**config.mk**
```make
export PLATFORM = sky130hd
export DESIGN_NAME = kan_layer_sequencer
export DESIGN_NICKNAME = d
export VERILOG_FILES = /design/src/rtl/kan_pkg.sv /design/src/rtl/kan_desc_table.sv /design/src/rtl/kan_layer_sequencer.sv
export SDC_FILE = /design/constraint.sdc
export NUM_CORES = 1
export LEC_CHECK = 0
export BUFFER_PORTS_ARGS = -buffer_cell sky130_fd_sc_hd__buf_4
export CORE_ASPECT_RATIO = 0.7
export CORE_MARGIN = 4
export CORE_UTILIZATION = 50
export CTS_BUF_LIST = sky130_fd_sc_hd__clkbuf_16
export CTS_CLUSTER_SIZE = 8
export DETAILED_ROUTE_END_ITERATION = 10
export HOLD_SLACK_MARGIN = 0.15
export PLACE_DENSITY = 0.66
export RECOVER_POWER = 50
export SETUP_SLACK_MARGIN = 0.2
export SLEW_MARGIN = 30
export SYNTH_ARGS = -nofsm -noshare
export SYNTH_HDL_FRONTEND = slang
export SYNTH_HIERARCHICAL = 1
export SYNTH_SLANG_ARGS = --single-unit
export TNS_END_PERCENT = 50
```
**constraint.sdc**
```tcl
create_clock -name s_axis_aclk -period 17.7 [get_ports s_axis_aclk]
set_clock_uncertainty 0.1 [all_clocks]
set_input_delay 3.54 -clock s_axis_aclk [delete_from_list [all_inputs] [get_ports s_axis_aclk]]
set_output_delay 3.54 -clock s_axis_aclk [all_outputs]
set_load 0.005 [all_outputs]
```
**src/rtl/kan_pkg.sv**
```systemverilog
// kan_pkg: shared FSM states, error codes and descriptor layout for the KAN layer sequencer.
package kan_pkg;
  localparam int KAN_ADDRWIDTH = 32;
  localparam int KAN_LG_LAYERSIZE = 12;
  typedef enum logic [2:0] {
    S_IDLE, S_CHECK, S_LOAD, S_CLEAR, S_START, S_RUN, S_DONE, S_ERR
  } state_t;
  localparam logic [1:0] ERR_NONE  = 2'd0;
  localparam logic [1:0] ERR_DESC  = 2'd1;
  localparam logic [1:0] ERR_WDOG  = 2'd2;
  localparam logic [1:0] ERR_COUNT = 2'd3;
  typedef struct packed {
    logic [KAN_ADDRWIDTH-1:0]    base;
    logic [KAN_ADDRWIDTH-1:0]    zero;
    logic [KAN_LG_LAYERSIZE-1:0] in_size;
    logic [KAN_LG_LAYERSIZE-1:0] out_size;
  } desc_t;
endpackage

```
**src/rtl/kan_desc_table.sv**
```systemverilog
// kan_desc_table: per-layer descriptor register file, one write port, one registered read port.
module kan_desc_table #(
  parameter int W = 88,
  parameter int AW = 3
) (
  input  logic          clk,
  input  logic          we,
  input  logic [AW-1:0] wr_addr,
  input  logic [W-1:0]  wr_data,
  input  logic [AW-1:0] rd_addr,
  output logic [W-1:0]  rd_data
);
  logic [W-1:0] mem [2**AW];
  logic [W-1:0] rd_q;
  always_ff @(posedge clk) begin
    if (we) mem[wr_addr] <= wr_data;
    rd_q <= mem[rd_addr];
  end
  assign rd_data = rd_q;
endmodule

```
**src/rtl/kan_layer_sequencer.sv**
```systemverilog
// kan_layer_sequencer: steps the loader/kernel datapath through a table of layer descriptors,
// with a per-layer clear, start pulse, tlast completion watch and watchdog.
module kan_layer_sequencer
  import kan_pkg::*;
#(
  parameter int ADDRWIDTH     = 32,
  parameter int LG_LAYERSIZE  = 12,
  parameter int LG_MAX_LAYERS = 3,
  parameter int CLEAR_CYCLES  = 2,
  parameter int WATCHDOG      = 65535
) (
  input  logic                      s_axis_aclk,
  input  logic                      s_axis_areset,
  input  logic                      cfg_we,
  input  logic [LG_MAX_LAYERS-1:0]  cfg_addr,
  input  logic [ADDRWIDTH-1:0]      cfg_base_address,
  input  logic [ADDRWIDTH-1:0]      cfg_zero_address,
  input  logic [LG_LAYERSIZE-1:0]   cfg_in_size,
  input  logic [LG_LAYERSIZE-1:0]   cfg_out_size,
  input  logic [LG_MAX_LAYERS:0]    cfg_num_layers,
  input  logic                      start,
  output logic                      busy,
  output logic                      done,
  output logic                      error,
  output logic [1:0]                err_code,
  output logic [ADDRWIDTH-1:0]      base_address,
  output logic [ADDRWIDTH-1:0]      zero_address,
  output logic [LG_LAYERSIZE-1:0]   input_layersize,
  output logic [LG_LAYERSIZE-1:0]   output_layersize,
  output logic [LG_LAYERSIZE+2:0]   kernel_input_count,
  output logic                      datapath_rst,
  output logic                      layer_start,
  output logic [LG_MAX_LAYERS-1:0]  layer_idx,
  input  logic                      m_axis_tvalid,
  input  logic                      m_axis_tready,
  input  logic                      m_axis_tlast
);
  localparam int DW = 2 * ADDRWIDTH + 2 * LG_LAYERSIZE;
  localparam int CW = $clog2(CLEAR_CYCLES + 1);
  localparam int WW = $clog2(WATCHDOG + 1);
  localparam int KW = LG_LAYERSIZE + 3;
  localparam logic [LG_MAX_LAYERS:0] MAXL = (LG_MAX_LAYERS + 1)'(2 ** LG_MAX_LAYERS);
  localparam logic [CW-1:0] CLR_LAST = CW'(CLEAR_CYCLES - 1);
  localparam logic [WW-1:0] WD_INIT = WW'(WATCHDOG);
  state_t state_q, state_d;
  logic [LG_MAX_LAYERS:0] num_q, num_d;
  logic [LG_MAX_LAYERS-1:0] idx_q, idx_d;
  logic [CW-1:0] clr_q, clr_d;
  logic [WW-1:0] wd_q, wd_d;
  logic error_q, error_d;
  logic [1:0] code_q, code_d;
  logic [ADDRWIDTH-1:0] base_q, base_d, zero_q, zero_d;
  logic [LG_LAYERSIZE-1:0] in_q, in_d, out_q, out_d;
  logic [KW-1:0] kic_q, kic_d;
  logic [DW-1:0] rd_data;
  logic [ADDRWIDTH-1:0] rd_base, rd_zero;
  logic [LG_LAYERSIZE-1:0] rd_in, rd_out;
  logic desc_ok, beat, last_layer;
  assign {rd_base, rd_zero, rd_in, rd_out} = rd_data;
  assign desc_ok = rd_in != '0 && rd_out != '0 && rd_in[1:0] == 2'b00 && rd_out[1:0] == 2'b00;
  assign beat = m_axis_tvalid && m_axis_tready;
  assign last_layer = ((LG_MAX_LAYERS + 1)'(idx_q) + (LG_MAX_LAYERS + 1)'(1)) == num_q;
  // Read address follows the next index so the descriptor is already registered when LOAD is reached.
  kan_desc_table #(.W(DW), .AW(LG_MAX_LAYERS)) u_table (
    .clk    (s_axis_aclk),
    .we     (cfg_we && state_q == S_IDLE),
    .wr_addr(cfg_addr),
    .wr_data({cfg_base_address, cfg_zero_address, cfg_in_size, cfg_out_size}),
    .rd_addr(idx_d),
    .rd_data(rd_data)
  );
  always_comb begin
    state_d = state_q;
    num_d = num_q;
    idx_d = idx_q;
    clr_d = clr_q;
    wd_d = wd_q;
    error_d = error_q;
    code_d = code_q;
    base_d = base_q;
    zero_d = zero_q;
    in_d = in_q;
    out_d = out_q;
    kic_d = kic_q;
    case (state_q)
      S_IDLE: if (start) begin
        state_d = S_CHECK;
        num_d = cfg_num_layers;
        error_d = 1'b0;
        code_d = ERR_NONE;
        idx_d = '0;
      end
      S_CHECK: begin
        state_d = num_q == '0 ? S_DONE : num_q > MAXL ? S_ERR : S_LOAD;
        error_d = num_q > MAXL;
        code_d = num_q > MAXL ? ERR_COUNT : ERR_NONE;
      end
      S_LOAD: if (!desc_ok) begin
        state_d = S_ERR;
        error_d = 1'b1;
        code_d = ERR_DESC;
      end else begin
        state_d = S_CLEAR;
        base_d = rd_base;
        zero_d = rd_zero;
        in_d = rd_in;
        out_d = rd_out;
        kic_d = KW'({rd_in, 2'b00}) + KW'(rd_in);
        clr_d = CLR_LAST;
      end
      S_CLEAR: begin
        state_d = clr_q == '0 ? S_START : S_CLEAR;
        clr_d = clr_q == '0 ? clr_q : clr_q - CW'(1);
      end
      S_START: begin
        state_d = S_RUN;
        wd_d = WD_INIT;
      end
      S_RUN: if (beat && m_axis_tlast) begin
        idx_d = idx_q + LG_MAX_LAYERS'(1);
        state_d = last_layer ? S_DONE : S_LOAD;
      end else if (beat) begin
        wd_d = WD_INIT;
      end else if (wd_q == WW'(1)) begin
        state_d = S_ERR;
        error_d = 1'b1;
        code_d = ERR_WDOG;
      end else begin
        wd_d = wd_q - WW'(1);
      end
      default: state_d = S_IDLE;
    endcase
  end
  always_ff @(posedge s_axis_aclk) begin
    if (s_axis_areset) begin
      state_q <= S_IDLE;
      num_q <= '0;
      idx_q <= '0;
      clr_q <= '0;
      wd_q <= '0;
      error_q <= 1'b0;
      code_q <= ERR_NONE;
      base_q <= '0;
      zero_q <= '0;
      in_q <= '0;
      out_q <= '0;
      kic_q <= '0;
    end else begin
      state_q <= state_d;
      num_q <= num_d;
      idx_q <= idx_d;
      clr_q <= clr_d;
      wd_q <= wd_d;
      error_q <= error_d;
      code_q <= code_d;
      base_q <= base_d;
      zero_q <= zero_d;
      in_q <= in_d;
      out_q <= out_d;
      kic_q <= kic_d;
    end
  end
  assign busy = state_q != S_IDLE && state_q != S_DONE;
  assign done = state_q == S_DONE;
  assign layer_start = state_q == S_START;
  assign datapath_rst = !(state_q == S_START || state_q == S_RUN);
  assign error = error_q;
  assign err_code = code_q;
  assign layer_idx = idx_q;
  assign base_address = base_q;
  assign zero_address = zero_q;
  assign input_layersize = in_q;
  assign output_layersize = out_q;
  assign kernel_input_count = kic_q;
endmodule

```
## After elaboration in Yosys (flattened, before gate mapping)

Memories as Yosys holds them, arrays and structs flattened. A register that Yosys moved wholly into a read port is not among the register bits.
Cells that the tools add are included.

- Flip-flop bits (word level): 134
- Bits in writable memories: 704
- Input bits: 102
- Memories: 1

Memory list:

| name | words | bits a word | read ports | clocked after Yosys merged registers in | wr ports | line | source |
|---|---|---|---|---|---|---|---|
| u_table.mem | 8 | 88 | 1 | 1 | 1 | kan_desc_table.sv:13 | `logic [W-1:0] mem [2**AW];` |

- Add/subtract/negate cells: 5
- Order comparisons: 1
- Equality and inequality tests: 19
- Mux-type cells: 35
- Reductions and logical operators: 26

Operator list:

| cell | count |
|---|---|
| 16-bit two-way mux | 3 |
| 3-bit two-way mux | 11 |
| 16-bit case mux with 2 select lines | 1 |
| 12-bit nonzero test | 2 |
| 3-bit case mux with 6 select lines | 1 |
| 16-bit by 1-bit == test with 1-bit output (second input constant) | 1 |
| 2-bit two-way mux | 8 |
| 16-bit by 1-bit subtractor with 16-bit output (second input constant) | 1 |
| 14-bit by 12-bit adder with 15-bit output | 1 |
| 2-bit != test (second input constant) | 7 |
| 3-bit != test (second input constant) | 4 |
| 3-bit == test (second input constant) | 3 |
| 3-bit AND reduction | 3 |
| 2-bit case mux with 4 select lines | 1 |
| 1-bit logical AND | 7 |
| 1-bit two-way mux | 7 |
| 3-bit by 2-bit == test with 1-bit output (second input constant) | 2 |
| 2-bit zero test | 3 |
| 3-bit case mux with 2 select lines | 1 |
| 6-bit AND reduction | 1 |
| 3-bit by 1-bit adder with 4-bit output (second input constant) | 1 |
| 4-bit == test | 1 |
| 4-bit greater-than comparator (second input constant) | 1 |
| 4-bit zero test | 1 |
| other kinds (12) | 14 |

## Depth between registers and ports, before layout

- Word-level depth: 6
- Mapped depth: 10
- Mapped depth without buffers: 7

## Modules after synthesis

Netlist, hierarchy kept.

By module, submodules not included:

| module | times used | cells each | area an instance (sq um) |
|---|---|---|---|
| kan_desc_table | 1 | 1119 | 28233.3 |
| kan_layer_sequencer | 1 | 717 | 5800.6 |

## Worst setup path after synthesis

OpenSTA, ideal clock, no wires.

- Path type: in2reg
- Start: input cfg_we
- End: memory u_table.mem[0][0] (enable)
- Library setup time: 0.644 ns
- Data arrival time: 9.948 ns
- Path slack: 7.009 ns
- Stages: 3
- Cells stage by stage: nor4b_1 nand2b_1 nor3_1

- Word-level cells in the longest chain between the ends: 3

RTL lines:

| item | line | source |
|---|---|---|
| start: declaration | kan_layer_sequencer.sv:14 | `input logic cfg_we,` |
| 1-bit logical AND | kan_layer_sequencer.sv:66 | `.we (cfg_we && state_q == S_IDLE),` |
| 1-bit two-way mux | kan_desc_table.sv:16 | `if (we) mem[wr_addr] <= wr_data;` |
| 1-bit two-way mux (implied by the code) | kan_desc_table.sv:16 |  |
| end: declaration | kan_desc_table.sv:13 |  |

No other way between the ends.

==> impl_metrics.json <==
{
  "maxCapViolations": 2,
  "critPathTopFamily": "buffers and inverters",
  "synth_mux_area_share_pct": 14.81,
  "synth.net_count": 1953,
  "p_leak_nw": 13.39,
  "hold_buffers": 0,
  "yosys.area_share.simple_pct": 4.360,
  "layout.cells.most_common_list": "704 x edfxtp_1, 220 x dfxtp_1, 198 x nand2_1",
  "worstSkewPairLatency_ps": 700,
  "synthAdderAreaFrac_pct": 0.5735,
  "syn_avg_cell_area_um2": 18.54,
  "dr.pass1.iters": 5,
  "die_w_um": 319.8,
  "final_common_cell": "edfxtp_1",
  "finalSetupTns_ps": 0,
  "drc": 0,
  "wl_per_cell_um": 24.10,
  "arrival_ps": 9680,
  "dp_hpwl_mm": 41.09,
  "slowest_delay_ps": 2930,
  "cpMostUsedCell": "clkbuf_1",
  "r2r_start": "state_q[2]",
  "worstHoldStart": "u_table/rd_data[81]",
  "rrSetupSlack_ps": 12680,
  "startpoint": "s_axis_areset",
  "viasPerCell": 5.661,
  "post_cts_resized": 0,
  "holdWs_ps": 331.2,
  "crit_required_ps": 18180,
  "clockBufferDepth": 3,
  "reg2regPathDepth": 10,
  "setup_viol": 0,
  "seq_area_frac_synth_pct": 75.06,
  "final_util_pct": 60.02,
  "wl_mm": 75.03,
  "final.min_clock_period_ps": 9204,
  "cp_slowest_cell": "clkbuf_1",
  "synth_xor_area_share_pct": 0.4117,
  "peakVddDrop_mv": 0.07741,
  "boundaryPins": 215,
  "route.antenna.remaining_nets": 0,
  "synth_cell_types": 63,
  "die_y_um": 226.3,
  "yosys_register_bits": 924,
  "first_global_vias": 18062,
  "rsz0062_at_grt": "no",
  "hold_viol": 0,
  "dp_slack_ps": 9694,
  "antenna_found_initial": 12,
  "setup_slack_ps": 8496,
  "cts_tree": "done",
  "period_share_pct": 52.00,
  "fmax_ghz": 0.1087,
  "critPathLaunchType": "input pin",
  "fin_nets": 2232,
  "crit_chain": "clkbuf_1 > clkbuf_1 > and4b_1 > a211o_1",
  "htree_levels": 4,
  "route.vias.total": 17623,
  "clock-sinks": 924,
  "worstPathMaxFanout": 76,
  "synth_flop_cell": "edfxtp_1",
  "grt_overflow_total": 0,
  "core_mm2": 0.06692,
  "max_slew.worst_pin.slew_ps": 3944,
  "cts_made_buffers": 133,
  "cp-end-kind": "flip-flop",
  "n_fill_cell": 4872,
  "cts_root_buf": "clkbuf_16",
  "slew_violations": 143,
  "whs_path_depth": 2,
  "holdPathEnd": "base_address[25]",
  "drive_above_1_share_pct": 26.22,
  "postCtsSetupBuffers": 0,
  "multi_input_area_mm2": 0.008040,
  "first_iter_violations": 1715,
  "clk_pin_slew_worst_paths_ps": 50,
  "synth-compound-area-share_pct": 3.195,
  "regArea_mm2": 0.02554,
  "grt_util_all_layers_pct": 21.04,
  "row_count": 79,
  "status": "finished with violations",
  "dieArea_mm2": 0.07237,
  "slew_headroom_pct": -162.9,
  "cp_num_buf_inv": 2,
  "area_growth_pct": 18.01,
  "crit_type": "in2reg",
  "grt_max_degree": 77,
  "synthesis.instances": 1836,
  "hold_path_class": "reg2reg",
  "synthesis.area_mm2": 0.03403,
  "r2r-end": "u_table/rd_data[55]",
  "violations": "max-capacitance violations, max-slew violations",
  "grt_pass1_wl_mm": 113.1,
  "synth_top_family_by_area": "multiplexers",
  "powerDensity_mw_per_mm2": 128.5,
  "port_buffers": 214,
  "finalWeightedCongestion": 0.7974,
  "synth_edf_count": 704,
  "start_util_pct": 50.86,
  "async_flop_share_pct": 0,
  "yosysWarnings": 6
}
-- cell families after synthesis --
kind of cell / after synthesis
xor gates and xnor gates: 16
and+or+nand+nor: 324
buffers and inverters: 105
adders and majority gates: 15
AOI/OAI and AO/OA: 180
DFF: 924
muxes: 272
-- synth_stat cells (all sizes together) (6+ instances only) --
cell | n | share of area [%]
edfxtp | 704 | 62
a21o | 6 | 0.13
o21ai | 9 | 0.14
and3 | 8 | 0.15
buf | 49 | 0.97
o211ai | 6 | 0.15
inv | 9 | 0.099
xnor2 | 6 | 0.15
a21oi | 113 | 1.7
nor3 | 12 | 0.21
nor4 | 13 | 0.24
dfxtp | 220 | 13
nor2 | 33 | 0.36
mux4 | 176 | 12
clkbuf | 47 | 0.52
nand3 | 6 | 0.088
xor2 | 10 | 0.26
a31oi | 6 | 0.11
mux2 | 90 | 3.0
ha | 14 | 0.51
mux2i | 6 | 0.18
a211oi | 9 | 0.20
nor2b | 9 | 0.17
nand2 | 198 | 2.2
nand2b | 12 | 0.22
-- per-stage QoR --
| step | area [µm²] | power (W) | instances |
|---|---|---|---|
| finish | 40160 | 0.005163 | 3113 |
| global placement | 36550 | 0.002905 | 2871 |
| CTS | 40510 | 0.005225 | 3111 |
| detailed placement | 36570 | 0.002922 | 2871 |
| floorplan | 34030 | 0.002793 | 1836 |
| global route | 40160 | 0.005365 | 3111 |
-- tightest hold or removal path, cell delays in order (launching register included) --
cell and delay (ps):
dfxtp_1 290, nand2_1 50, a21oi_1 50
-- worst max path at each step --
stage / endpoint / depth (start not counted)
floorplan: u_table/mem[0][0] / 3
global placement: u_table/rd_data[38] / 10
detailed placement: u_table/rd_data[55] / 10
CTS: u_table/rd_data[38] / 10
global route: wd_q[15] / 4
finish: wd_q[15] / 4
-- report_power, final --
group          switching [W]  total, W  internal (W)
Combinational       0.000231  0.000373      0.000143
Clock               0.000880   0.00229       0.00141
Sequential         0.0000548   0.00250       0.00245
-- metal layers --
metal	track usage, %	wire (µm)	vias to the layer above
li1	-	-	7839
met1	29.59	32850	9075
met2	33.14	35610	571
met3	4.952	5077	120
met4	6.625	1370	18
met5	0	117	-
-- flip-flops by register name, summed over array words and instances (netlist names) --
name                cells
output_layersize       12
clr_q                   2
input_layersize        12
err_code                2
kernel_input_count     13
base_address           32
u_table/mem           704
wd_q                   16
u_table/rd_data        88
num_q                   4
zero_address           32
state_q                 3
error                   1
layer_idx               3
-- final cells by class --
class                      count  area share [%]
timing repair buffer         240           3.682
clock inverter               102           1.224
inverter                       9         0.08411
tap                          891           2.776
clock buffer                 138           8.598
multi-input combinational    807           20.02
sequential                   924           63.60
antenna                        2         0.01246
Power figures use the tool's default switching activity.
